===== src/rtl/toggle_link_pkg.sv =====
// Shared definitions for the two-phase (toggle) handshake link.
// Holds the receiver FSM state encoding, the default parameter values used
// by both ends of the link, and a width helper for small down-counters.
package toggle_link_pkg;

  typedef enum logic [1:0] {
    ST_IDLE  = 2'd0,
    ST_HOLD  = 2'd1,
    ST_DELAY = 2'd2,
    ST_ACK   = 2'd3
  } rx_state_e;

  localparam int DEF_DATA_W      = 7;
  localparam int DEF_SYNC_STAGES = 2;
  localparam int DEF_ACK_DELAY   = 2;
  localparam int DEF_CNT_W       = 8;

  // Bits needed to hold values 0..max_val; never less than one bit so a
  // zero-length delay still yields a legal vector.
  function automatic int cnt_width(input int max_val);
    int w;
    w = 1;
    while ((1 << w) <= max_val) w++;
    return w;
  endfunction

endpackage


===== src/rtl/tt_um_nasser_hadi_toggle_rx_if.sv =====
// Toggle-link bundle plus the valid/ready consumer port of the receiver.
// Signals:
//   req_tgl   request level from the sender (asynchronous, one change = one request)
//   req_data  bundled data, stable from the toggle until ack_tgl answers
//   ack_tgl   acknowledge level returned to the sender
//   out_data  captured word toward the local consumer
//   out_valid out_data is valid
//   out_ready consumer accepts when out_valid && out_ready
// Modports: slave = receiver block, master = environment (sender + consumer).
interface tt_um_nasser_hadi_toggle_rx_if #(
  parameter int DATA_W = 7
);
  logic              req_tgl;
  logic [DATA_W-1:0] req_data;
  logic              ack_tgl;
  logic [DATA_W-1:0] out_data;
  logic              out_valid;
  logic              out_ready;

  modport slave (
    input  req_tgl, req_data, out_ready,
    output ack_tgl, out_data, out_valid
  );

  modport master (
    output req_tgl, req_data, out_ready,
    input  ack_tgl, out_data, out_valid
  );
endinterface


===== src/rtl/toggle_sync.sv =====
// Multi-flop synchroniser for a toggle level crossing into the clk domain.
// Ports:
//   clk  clock
//   rst  synchronous active-high reset, clears every stage to 0
//   d_i  asynchronous level input
//   q_o  synchronised level (last stage)
module toggle_sync #(
  parameter int STAGES = 2
) (
  input  logic clk,
  input  logic rst,
  input  logic d_i,
  output logic q_o
);
  logic [STAGES-1:0] sync_q;

  always_ff @(posedge clk) begin
    if (rst) sync_q <= '0;
    else     sync_q <= {sync_q[STAGES-2:0], d_i};
  end

  assign q_o = sync_q[STAGES-1];
endmodule


===== src/rtl/tt_um_nasser_hadi_toggle_rx.sv =====
// Two-phase handshake responder. Synchronises the sender's request toggle,
// captures the bundled data word, offers it on a valid/ready port, and after
// acceptance plus ACK_DELAY idle cycles flips the acknowledge level.
// Ports:
//   clk       clock, all state on the rising edge
//   rst       synchronous active-high reset
//   link      toggle link + consumer port (slave modport)
//   busy      high whenever the FSM is not idle
//   xfer_cnt  completed transfers, modulo 2^CNT_W
//   err       sticky flag: request toggled again before being acknowledged
module tt_um_nasser_hadi_toggle_rx
  import toggle_link_pkg::*;
#(
  parameter int DATA_W      = DEF_DATA_W,
  parameter int SYNC_STAGES = DEF_SYNC_STAGES,
  parameter int ACK_DELAY   = DEF_ACK_DELAY,
  parameter int CNT_W       = DEF_CNT_W
) (
  input  logic                          clk,
  input  logic                          rst,
  tt_um_nasser_hadi_toggle_rx_if.slave  link,
  output logic                          busy,
  output logic [CNT_W-1:0]              xfer_cnt,
  output logic                          err
);
  localparam int DLY_W = cnt_width(ACK_DELAY);

  rx_state_e          state_q;
  logic               ack_q;
  logic               valid_q;
  logic [DATA_W-1:0]  data_q;
  logic [CNT_W-1:0]   xfer_cnt_q;
  logic [DLY_W-1:0]   dly_q;
  logic               err_q;
  logic               req_prev_q;
  logic               req_sync;
  logic               err_d;

  toggle_sync #(
    .STAGES (SYNC_STAGES)
  ) u_req_sync (
    .clk (clk),
    .rst (rst),
    .d_i (link.req_tgl),
    .q_o (req_sync)
  );

  // Any movement of the synchronised request outside IDLE means the sender
  // re-toggled before seeing our ack.
  always_comb begin
    err_d = err_q;
    if ((state_q != ST_IDLE) && (req_sync != req_prev_q)) err_d = 1'b1;
  end

  always_ff @(posedge clk) begin
    if (rst) begin
      state_q    <= ST_IDLE;
      ack_q      <= 1'b0;
      valid_q    <= 1'b0;
      data_q     <= '0;
      xfer_cnt_q <= '0;
      dly_q      <= '0;
      err_q      <= 1'b0;
      req_prev_q <= 1'b0;
    end else begin
      req_prev_q <= req_sync;
      err_q      <= err_d;
      case (state_q)
        ST_IDLE: begin
          if (req_sync != ack_q) begin
            data_q  <= link.req_data;
            valid_q <= 1'b1;
            state_q <= ST_HOLD;
          end
        end
        ST_HOLD: begin
          if (valid_q && link.out_ready) begin
            valid_q <= 1'b0;
            dly_q   <= DLY_W'(ACK_DELAY);
            if (ACK_DELAY == 0) state_q <= ST_ACK;
            else                state_q <= ST_DELAY;
          end
        end
        ST_DELAY: begin
          // The count reaches zero on the same edge that enters ACK, giving
          // exactly ACK_DELAY idle cycles between accept and the ack edge.
          dly_q <= dly_q - DLY_W'(1);
          if (dly_q == DLY_W'(1)) state_q <= ST_ACK;
        end
        ST_ACK: begin
          ack_q      <= ~ack_q;
          xfer_cnt_q <= xfer_cnt_q + CNT_W'(1);
          state_q    <= ST_IDLE;
        end
        default: state_q <= ST_IDLE;
      endcase
    end
  end

  assign link.ack_tgl   = ack_q;
  assign link.out_data  = data_q;
  assign link.out_valid = valid_q;
  assign busy           = (state_q != ST_IDLE);
  assign xfer_cnt       = xfer_cnt_q;
  assign err            = err_q;
endmodule


===== src/flat_wrapper.sv =====
// flat-port wrapper written by rule: the top's interface ports become plain ports
module tt_um_nasser_hadi_toggle_rx_flat import toggle_link_pkg::*;
#(
  parameter int DATA_W      = DEF_DATA_W,
  parameter int SYNC_STAGES = DEF_SYNC_STAGES,
  parameter int ACK_DELAY   = DEF_ACK_DELAY,
  parameter int CNT_W       = DEF_CNT_W
)
  (clk, rst, busy, xfer_cnt, err, link_req_tgl, link_req_data, link_out_ready, link_ack_tgl, link_out_data, link_out_valid);
  tt_um_nasser_hadi_toggle_rx_if #(.DATA_W(DATA_W)) link_i ();
  input  logic clk;
  input  logic rst;
  output logic busy;
  output logic [CNT_W-1:0] xfer_cnt;
  output logic err;
  input wire logic [$bits(link_i.req_tgl)-1:0] link_req_tgl;
  input wire logic [$bits(link_i.req_data)-1:0] link_req_data;
  input wire logic [$bits(link_i.out_ready)-1:0] link_out_ready;
  output wire logic [$bits(link_i.ack_tgl)-1:0] link_ack_tgl;
  output wire logic [$bits(link_i.out_data)-1:0] link_out_data;
  output wire logic [$bits(link_i.out_valid)-1:0] link_out_valid;
  assign link_i.req_tgl = link_req_tgl;
  assign link_i.req_data = link_req_data;
  assign link_i.out_ready = link_out_ready;
  assign link_ack_tgl = link_i.ack_tgl;
  assign link_out_data = link_i.out_data;
  assign link_out_valid = link_i.out_valid;
  tt_um_nasser_hadi_toggle_rx #(.DATA_W(DATA_W), .SYNC_STAGES(SYNC_STAGES), .ACK_DELAY(ACK_DELAY), .CNT_W(CNT_W)) u_core (.clk(clk), .rst(rst), .link(link_i), .busy(busy), .xfer_cnt(xfer_cnt), .err(err));
endmodule

===== config.mk =====
export PLATFORM = sky130hd
export DESIGN_NAME = tt_um_nasser_hadi_toggle_rx_flat
export DESIGN_NICKNAME = d
export VERILOG_FILES = /design/src/rtl/toggle_link_pkg.sv /design/src/rtl/tt_um_nasser_hadi_toggle_rx_if.sv /design/src/rtl/toggle_sync.sv /design/src/rtl/tt_um_nasser_hadi_toggle_rx.sv /design/src/flat_wrapper.sv
export SDC_FILE = /design/constraint.sdc
export NUM_CORES = 1
export LEC_CHECK = 0
export CAP_MARGIN = 25
export CORE_MARGIN = 4
export CORE_UTILIZATION = 30
export DETAILED_ROUTE_END_ITERATION = 8
export GPL_ROUTABILITY_DRIVEN = 1
export PLACE_DENSITY = 0.59
export SETUP_SLACK_MARGIN = 0.15
export SYNTH_ARGS = -nofsm -noshare
export SYNTH_HDL_FRONTEND = slang
export SYNTH_SLANG_ARGS = --single-unit

===== constraint.sdc =====
create_clock -name clk -period 2.1 [get_ports clk]
set_input_delay 0.21 -clock clk [delete_from_list [all_inputs] [get_ports clk]]
set_output_delay 0.21 -clock clk [all_outputs]
set_load 0.03 [all_outputs]

## Word-level counts from Yosys, hierarchy flattened

Cells that the tools add are included.

- Register bits after elaboration: 25
- Bits of input ports: 11
- Output and inout port bits: 19
- Logic and storage cells: 39

- Add/subtract/negate cells: 2
- Eq/ne operators: 9
- Mux-type cells: 8
- Bitwise operators: 1
- Reduce and logical (&&, ||, !) cells: 10

Operator list:

| kind | number |
|---|---|
| $add 8x1->8 const B | 1 |
| $pmux 2 s4 | 1 |
| $mux 2 | 3 |
| $ne 2x1->1 const B | 3 |
| $reduce_and 3->1 | 2 |
| $reduce_bool 2->1 | 3 |
| $eq 2x1->1 const B | 2 |
| $eq 2x2->1 const B | 2 |
| $pmux 2 s2 | 1 |
| $reduce_and 2->1 | 2 |
| $logic_and 1x1->1 | 2 |
| $logic_not 2->1 | 1 |
| $mux 1 | 2 |
| $ne 1x1->1 | 2 |
| $pmux 1 s2 | 1 |
| $sub 2x1->2 const B | 1 |
| $not 1->1 | 1 |

## Longest topological paths before layout

Gate-level depths: netlist of run 1.

- Depth after elaboration: 3
- Depth in mapped cells: 5
- Depth with buffers taken out: 5

## By module

A second synthesis of run 1 with hierarchy kept.

- Cell total of the unflattened synthesis: 120
- Area, all modules: 1108.6 um^2

Modules (own cells, without submodules):

| module | instances | cells each | area an instance (um^2) | seq. area each (um^2) |
|---|---|---|---|---|
| tt_um_nasser_hadi_toggle_rx | 1 | 116 | 1056.0 | 460.4 |
| toggle_sync | 1 | 4 | 52.6 | 40.0 |

## Worst setup path before layout of run 1

OpenSTA, ideal clock, no wires.

- Path kind: register to register
- Start: reg u_core.state_q[1]
- End: reg u_core.xfer_cnt_q[7], in the netlist u_core.xfer_cnt[7]
- Setup time: 70 ps
- Arrival: 1401 ps
- Data required time: 2030 ps
- Slack: 629 ps
- Stages on the path, launching flop included: 6
- Buffers on the path: 1
- Period minus slack after synthesis: 1471 ps
- Path through: dfxtp_1 > ha_1 > buf_4 > nand4_1 > or4_1 > a21oi_1

- Word-level cells in the longest chain between the ends: 1

Ends and longest elaborated chain:

| what | line | text |
|---|---|---|
| from (decl) | tt_um_nasser_hadi_toggle_rx.sv:28 | `rx_state_e state_q;` |
| from (signal assigned) | tt_um_nasser_hadi_toggle_rx.sv:57 | `state_q <= ST_IDLE;` |
| from (signal assigned) | tt_um_nasser_hadi_toggle_rx.sv:73 | `state_q <= ST_HOLD;` |
| from (signal assigned) | tt_um_nasser_hadi_toggle_rx.sv:80 | `if (ACK_DELAY == 0) state_q <= ST_ACK;` |
| $eq 2x2->1 | tt_um_nasser_hadi_toggle_rx.sv:68 | `case (state_q)` |
| to (signal assigned) | tt_um_nasser_hadi_toggle_rx.sv:92 | `xfer_cnt_q <= xfer_cnt_q + CNT_W'(1);` |
| to (decl) | tt_um_nasser_hadi_toggle_rx.sv:32 | `logic [CNT_W-1:0] xfer_cnt_q;` |

Every way passes these cells.
A chain may end at the register's enable or synchronous reset.

## Worst setup path after layout of run 1

- Start: reg u_core.state_q[0]
- End: out busy

- Word-level cells in the longest chain between the ends: 1

Ends and longest elaborated chain:

| what | line | text |
|---|---|---|
| $reduce_bool 2->1 | tt_um_nasser_hadi_toggle_rx.sv:103 | `assign busy = (state_q != ST_IDLE);` |
| to (decl) | flat_wrapper.sv:13 | `output logic busy;` |

Every way passes these cells.

==> flow_summary.json, run 1 <==
{
  "synth_top_area_share_pct": 46.6,
  "hold_class": "in2reg",
  "synthMuxAreaShare_pct": 1.86,
  "synth_top_family_by_area": "compound AO/OA/AOI/OAI gates",
  "grt_overflow": 0,
  "cts_max_level": 1,
  "place_congestion": 0.748,
  "start_util_pct": 31.7,
  "die-area_um2": 4600,
  "drv_slew": 0,
  "ys_async_sr_fraction_pct": 0,
  "reg2reg_depth": 5,
  "ff2ff_setup_slack_ns": 0.46,
  "grt_pass1_vias": 904,
  "synth-compound-area-share_pct": 17.8,
  "syn_to_final_growth_pct": 36.5,
  "r2r-end": "u_core.state_q[0]$_SDFFE_PP0P_",
  "clk_pin_slew_worst_paths_ns": 0.14,
  "yosys-top-cells-count": "dfxtp_1, a21oi_1, o21ai_0",
  "synth_most_common_cell": "dfxtp_1",
  "yosysTopAreaCell": "dfxtp_1",
  "multi_input_area_um2": 520,
  "worstSetupPathType": "reg2out",
  "synth_edf_count": 0,
  "synth_cell_types": 25,
  "antenna_found_initial": 0,
  "fmax_mhz": 552,
  "setup_viol": 0,
  "avgViaCountPerCell": 4.60,
  "cts_root_buf": "clkbuf_4",
  "grt_max_degree": 14,
  "synth_fa_ha_area_share_pct": 8.16,
  "synth_simple_gate_area_share_pct": 14.1,
  "tightest_slew_ns": 0.450,
  "antennaDiodeCount": 0,
  "cp_data_arrival_time_ns": 1.60,
  "portBuffers": 29,
  "cap_violations": 0,
  "cp_max_fo": 9,
  "place_area_um2": 1440,
  "wl_per_cell_um": 11.7,
  "syn_inst": 118,
  "grt_pass1_wl_um": 4060,
  "ant_nets": 0,
  "setup_tns_ns": 0,
  "core-area_um2": 3390,
  "skew_ns": 0.00842,
  "die_height_um": 67.8,
  "crit_path_end_kind": "primary output",
  "clk_latency_ns": 0.31,
  "drive_gt1_share_pct": 5.92,
  "yosysWarnings": 0,
  "cts_buffers": 3,
  "ios": 30,
  "cts_num_sinks": 25,
  "status": "completed",
  "hpwl_um": 1780,
  "drt_wl_total_um": 2330,
  "crit_required_ns": 1.89,
  "ys_ff_latch": 25,
  "synthTopCellsByArea": "dfxtp_1, ha_1, a21oi_1",
  "first_iter_violations": 62,
  "hold_viol": 0,
  "ys_seq_area_share_pct": 46.6,
  "max_slew_margin_pct": 69.2,
  "rsz0062_at_grt": "false",
  "layout.nets": 171,
  "synth_nets": 136,
  "crit_path_start_kind": "register",
  "leakagePower_nw": 0.526,
  "first_pass_iters": 4,
  "fin_crit_sh_pct": 86.2,
  "die_x_um": 67.8,
  "rows": 21,
  "startpoint": "u_core.state_q[0]$_SDFFE_PP0P_",
  "r2r_start": "u_core.state_q[1]$_SDFFE_PP0P_",
  "syn_area_per_cell_um2": 9.10,
  "cts_setup_buffers": 0,
  "clockBufferDepth": 2,
  "irDropWorstVdd_uv": 303,
  "power_density_nw_per_um2": 889,
  "num_vias": 910,
  "drc": 0,
  "gr-usage-all-layers_pct": 11.4,
  "synthXorXnorAreaFrac_pct": 6.53,
  "fill_cells": 346,
  "regArea_um2": 500,
  "synthFlopType": "dfxtp_1",
  "syn-cell-area_um2": 1070,
  "endpoint": "busy",
  "cts_tree": "built",
  "post-route-min-period_ns": 1.81,
  "stdcell_area_um2": 1470
}
## routing by layer
metal	global-route usage, %	wire length, µm	vias to the layer above
li1	-	-	475
met5	0	0	-
met3	1.48	62	2
met1	14.6	1040	421
met2	19.2	1190	12
met4	5.21	33	0
## critical path, stage by stage (launching register included)
cell           delay (ns)
dfxtp_1              0.36
inv_1                0.13
ha_1                 0.19
clkinv_1             0.19
dlygate4sd2_1        0.42
## worst min-delay path by stage
| stage | to | depth (start not counted) | from | slack, ns |
|---|---|---|---|---|
| 3_5_place_dp | u_core.u_req_sync.sync_q[1]$_SDFF_PP0_ | 1 | u_core.u_req_sync.sync_q[0]$_SDFF_PP0_ | 0.43 |
| 5_1_grt | u_core.u_req_sync.sync_q[0]$_SDFF_PP0_ | 2 | link_req_tgl | 0.42 |
| 6_report | u_core.link.out_data[2]$_SDFFE_PP0P_ | 3 | link_req_data[2] | 0.43 |
| 3_3_place_gp | u_core.u_req_sync.sync_q[1]$_SDFF_PP0_ | 1 | u_core.u_req_sync.sync_q[0]$_SDFF_PP0_ | 0.43 |
| 4_1_cts | u_core.link.out_data[2]$_SDFFE_PP0P_ | 3 | link_req_data[2] | 0.42 |
| 2_1_floorplan | u_core.req_prev_q$_SDFF_PP0_ | 1 | rst | 0.28 |
## power by group
part | internal (W) | total [W] | switching (W) | leakage, nW
combinational | 0.000209 | 0.000526 | 0.000317 | 0.308
sequential | 0.000528 | 0.000563 | 0.0000352 | 0.203
clock | 0.0000742 | 0.000213 | 0.000139 | 0.0150
total | 0.000811 | 0.00130 | 0.000492 | 0.526
## layout make-up
type                            count  area share [%]
Tap cell                           46            3.93
Multi-Input combinational cell     80            35.5
Timing Repair Buffer               34            22.3
Clock buffer                        4            1.79
Inverter                            9            2.31
Sequential cell                    25            34.2
## through the flow
stage               utilization, %  power [W]  hold slack (ns)  cells  setup WS, ns
floorplan                        -   0.000922            0.282    118         0.629
global placement              42.5    0.00109            0.434    194         0.432
detailed placement            42.5    0.00112            0.435    194         0.379
CTS                           43.2    0.00132            0.418    198         0.256
global route                  43.2    0.00140            0.418    198         0.168
finish                        43.2    0.00130            0.432    198         0.290
## kinds of logic (layout without fill, tap and decap cells)
family,after synthesis,count (layout)
adder cells (fa/ha/maj),7,7
multiplexers,2,2
XOR/XNOR,8,8
AO/OA/AOI/OAI,32,32
buffers and inverters,13,47
flip-flops,25,25
AND/OR/NAND/NOR,31,31
## state kept, by name, indices dropped and copies added, names as in the netlist
signal                    flops
u_core.u_req_sync.sync_q      2
u_core.req_prev_q             1
u_core.err                    1
u_core.xfer_cnt               8
u_core.link.out_data          7
u_core.dly_q                  2
u_core.state_q                2
u_core.link.ack_tgl           1
u_core.link.out_valid         1
## placed cells by master (no fill, tap or decap), types with 2 or more instances in the layout
| master | count |
|---|---|
| nand4_1 | 2 |
| a21oi_1 | 14 |
| o21ai_0 | 11 |
| nor2_1 | 8 |
| ha_1 | 7 |
| xor2_1 | 5 |
| clkdlybuf4s50_1 | 28 |
| nand2_1 | 5 |
| clkbuf_4 | 3 |
| xnor2_1 | 3 |
| nand3_1 | 9 |
| buf_4 | 5 |
| nor2b_1 | 3 |
| mux2i_1 | 2 |
| inv_1 | 8 |
| dfxtp_1 | 25 |
| or3_1 | 3 |
## timing repair
action,CTS,global route
pin swaps,0,0
resized for setup,1,1
endpoints found under the setup margin,1,1
hold buffers,0,0
hold endpoints to repair,0,0
Note: power is estimated with default switching activity, not from simulation.
==> run 2: changes to the inputs <==
--- a/config.mk
+++ b/config.mk
@@ -6,6 +6,7 @@
 export NUM_CORES = 1
 export LEC_CHECK = 0
 export CAP_MARGIN = 25
+export CORE_ASPECT_RATIO = 1.1
 export CORE_MARGIN = 4
 export CORE_UTILIZATION = 30
 export DETAILED_ROUTE_END_ITERATION = 8
==> run 2 against run 1 <==
- sequential share of layout area increased by 0.21 points
- utilization shrank 0.21 points
- maximum frequency shrank 2.5%
- cell count unchanged
- critical path depth did not move
- clock-buffer cell count is 1 lower
- non-clock buffer count fell by 2
- sequential power hardly changed
- via count increased by 1.2%
- register-to-register slack worse by 0.07 ns
- die area hardly changed
- total power is 0.37% higher
==> flow_summary.json, run 2 (same netlist as run 1, synthesis figures left out) <==
{
  "grt_max_degree": 22,
  "cts_max_level": 1,
  "irDropWorstVdd_uv": 448,
  "die_x_um": 65.0,
  "clk_latency_ns": 0.32,
  "crit_path_end_kind": "primary output",
  "p_total_w": 0.00131,
  "cp_cell_sequence": "inv_1 -> ha_1 -> clkinv_1 -> dlygate4sd2_1",
  "layout_common_cells": "clkdlybuf4s50_1, dfxtp_1, a21oi_1",
  "gr-usage-all-layers_pct": 10.5,
  "drv_slew": 0,
  "die_height_um": 70.7,
  "largest_reg_flops": 8,
  "hold_class": "in2reg",
  "fmax_mhz": 539,
  "status": "completed",
  "clockBufferDepth": 2,
  "drc": 0,
  "hold_viol": 0,
  "cts_root_buf": "clkbuf_4",
  "startpoint": "u_core.state_q[0]$_SDFFE_PP0P_",
  "crit_path_start_kind": "register",
  "max_slew_margin_pct": 59.4,
  "avgViaCountPerCell": 4.65,
  "num_vias": 921,
  "path_delay_family": "buffers and inverters",
  "setup_viol": 0,
  "worstSetupPathType": "reg2out",
  "antenna_found_initial": 0,
  "leakagePower_nw": 0.513,
  "grt_pass1_wl_um": 4000,
  "r2r_start": "u_core.state_q[1]$_SDFFE_PP0P_",
  "post-route-min-period_ns": 1.86,
  "cp_num_buf_inv": 3,
  "postCtsHoldBufs": 0,
  "start_util_pct": 31.7,
  "layout_commonest_cell": "clkdlybuf4s50_1",
  "cts_buffers": 3,
  "syn_to_final_growth_pct": 35.7,
  "clk_pin_slew_worst_paths_ns": 0.14,
  "cp_max_fo": 9,
  "drive_gt1_share_pct": 5.33,
  "crit_path_max_incr_delay_ns": 0.43,
  "cp_data_arrival_time_ns": 1.65,
  "first_pass_iters": 4,
  "cap_violations": 0,
  "setup_tns_ns": 0,
  "ant_nets": 0,
  "grt_overflow": 0,
  "cp_slowest_cell": "dlygate4sd2_1",
  "post-place-ws_ns": 0.361,
  "cts_tree": "built",
  "crit_required_ns": 1.89,
  "ios": 30,
  "power_density_nw_per_um2": 898,
  "fin_ws_ns": 0.244,
  "skew_ns": 0.00312,
  "wl_per_cell_um": 11.5,
  "hpwl_um": 1710,
  "antennaDiodeCount": 0,
  "portBuffers": 29,
  "rows": 22,
  "worstHoldStart": "link_req_tgl",
  "grt_pass1_vias": 909,
  "core-area_um2": 3390,
  "cts_num_sinks": 25,
  "tightest_slew_ns": 0.607,
  "layout.nets": 169,
  "place_congestion": 0.737,
  "die-area_um2": 4600,
  "fin_crit_sh_pct": 88.4,
  "rsz0062_at_grt": "false",
  "cts_setup_buffers": 0,
  "first_iter_violations": 31,
  "drt_wl_total_um": 2270
}
==> run 2: cell types whose count changed in the layout (fill, tap and decap cells not counted), sizes merged <==
cell	before	now
buf	5	3
clkbuf	4	3
clkinvlp	0	1
==> run 2: cell type report <==
type | count | area, µm²
fill | 354 | 1930
clock inverter | 1 | 7.51
tap | 48 | 60.1
timing repair buffer | 32 | 312
clock buffer | 3 | 22.5
sequential | 25 | 500
multi-input combinational | 80 | 520
inverter | 9 | 33.8
==> run 2: per-stage QoR <==
stage,cell area (µm²),hold WS [ns],std cells,util [%]
after floorplan,1070,0.282,118,-
after global placement,1430,0.426,194,42.2
after detailed placement,1430,0.421,194,42.2
after CTS,1460,0.412,198,43.0
final,1460,0.422,198,43.0
after global routing,1460,0.444,198,43.0
==> run 2: what timing repair did <==
| item | in CTS | in global routing |
|---|---|---|
| gates resized for setup | 1 | 0 |
| endpoints found under the hold margin | 0 | 0 |
| endpoints found under the setup margin | 1 | 0 |
==> run 2: power by group <==
group          internal (W)  leakage, nW  switching [W]  total, W
registers          0.000528        0.203      0.0000342  0.000562
logic              0.000204        0.297       0.000319  0.000523
clock network     0.0000727       0.0139       0.000150  0.000223
total              0.000804        0.513       0.000503   0.00131
==> run 2: layer usage <==
layer	vias to the layer above	GRT usage (%)	part of all wire [%]
li1	470	-	-
met1	438	12.0	43
met2	11	18.9	52
met3	2	1.59	3.7
met4	0	5.07	1.5
met5	-	0	0
==> run 2: final timing paths <==
kind,endpoint,slack (ns),depth (start not counted)
setup / recovery,busy,0.24,4
hold / removal,u_core.u_req_sync.sync_q[0]$_SDFF_PP0_,0.42,2
setup reg to reg,u_core.xfer_cnt[7]$_SDFFE_PP0N_,0.39,4
hold reg to reg,u_core.u_req_sync.sync_q[1]$_SDFF_PP0_,0.45,1
==> run 3: changes to the inputs <==
--- a/config.mk
+++ b/config.mk
@@ -10,7 +10,6 @@
 export CORE_MARGIN = 4
 export CORE_UTILIZATION = 30
 export DETAILED_ROUTE_END_ITERATION = 8
-export GPL_ROUTABILITY_DRIVEN = 1
 export PLACE_DENSITY = 0.59
 export SETUP_SLACK_MARGIN = 0.15
 export SYNTH_ARGS = -nofsm -noshare
==> results of run 3 <==
Final layout, timing and power as in run 2 (identical DEF).
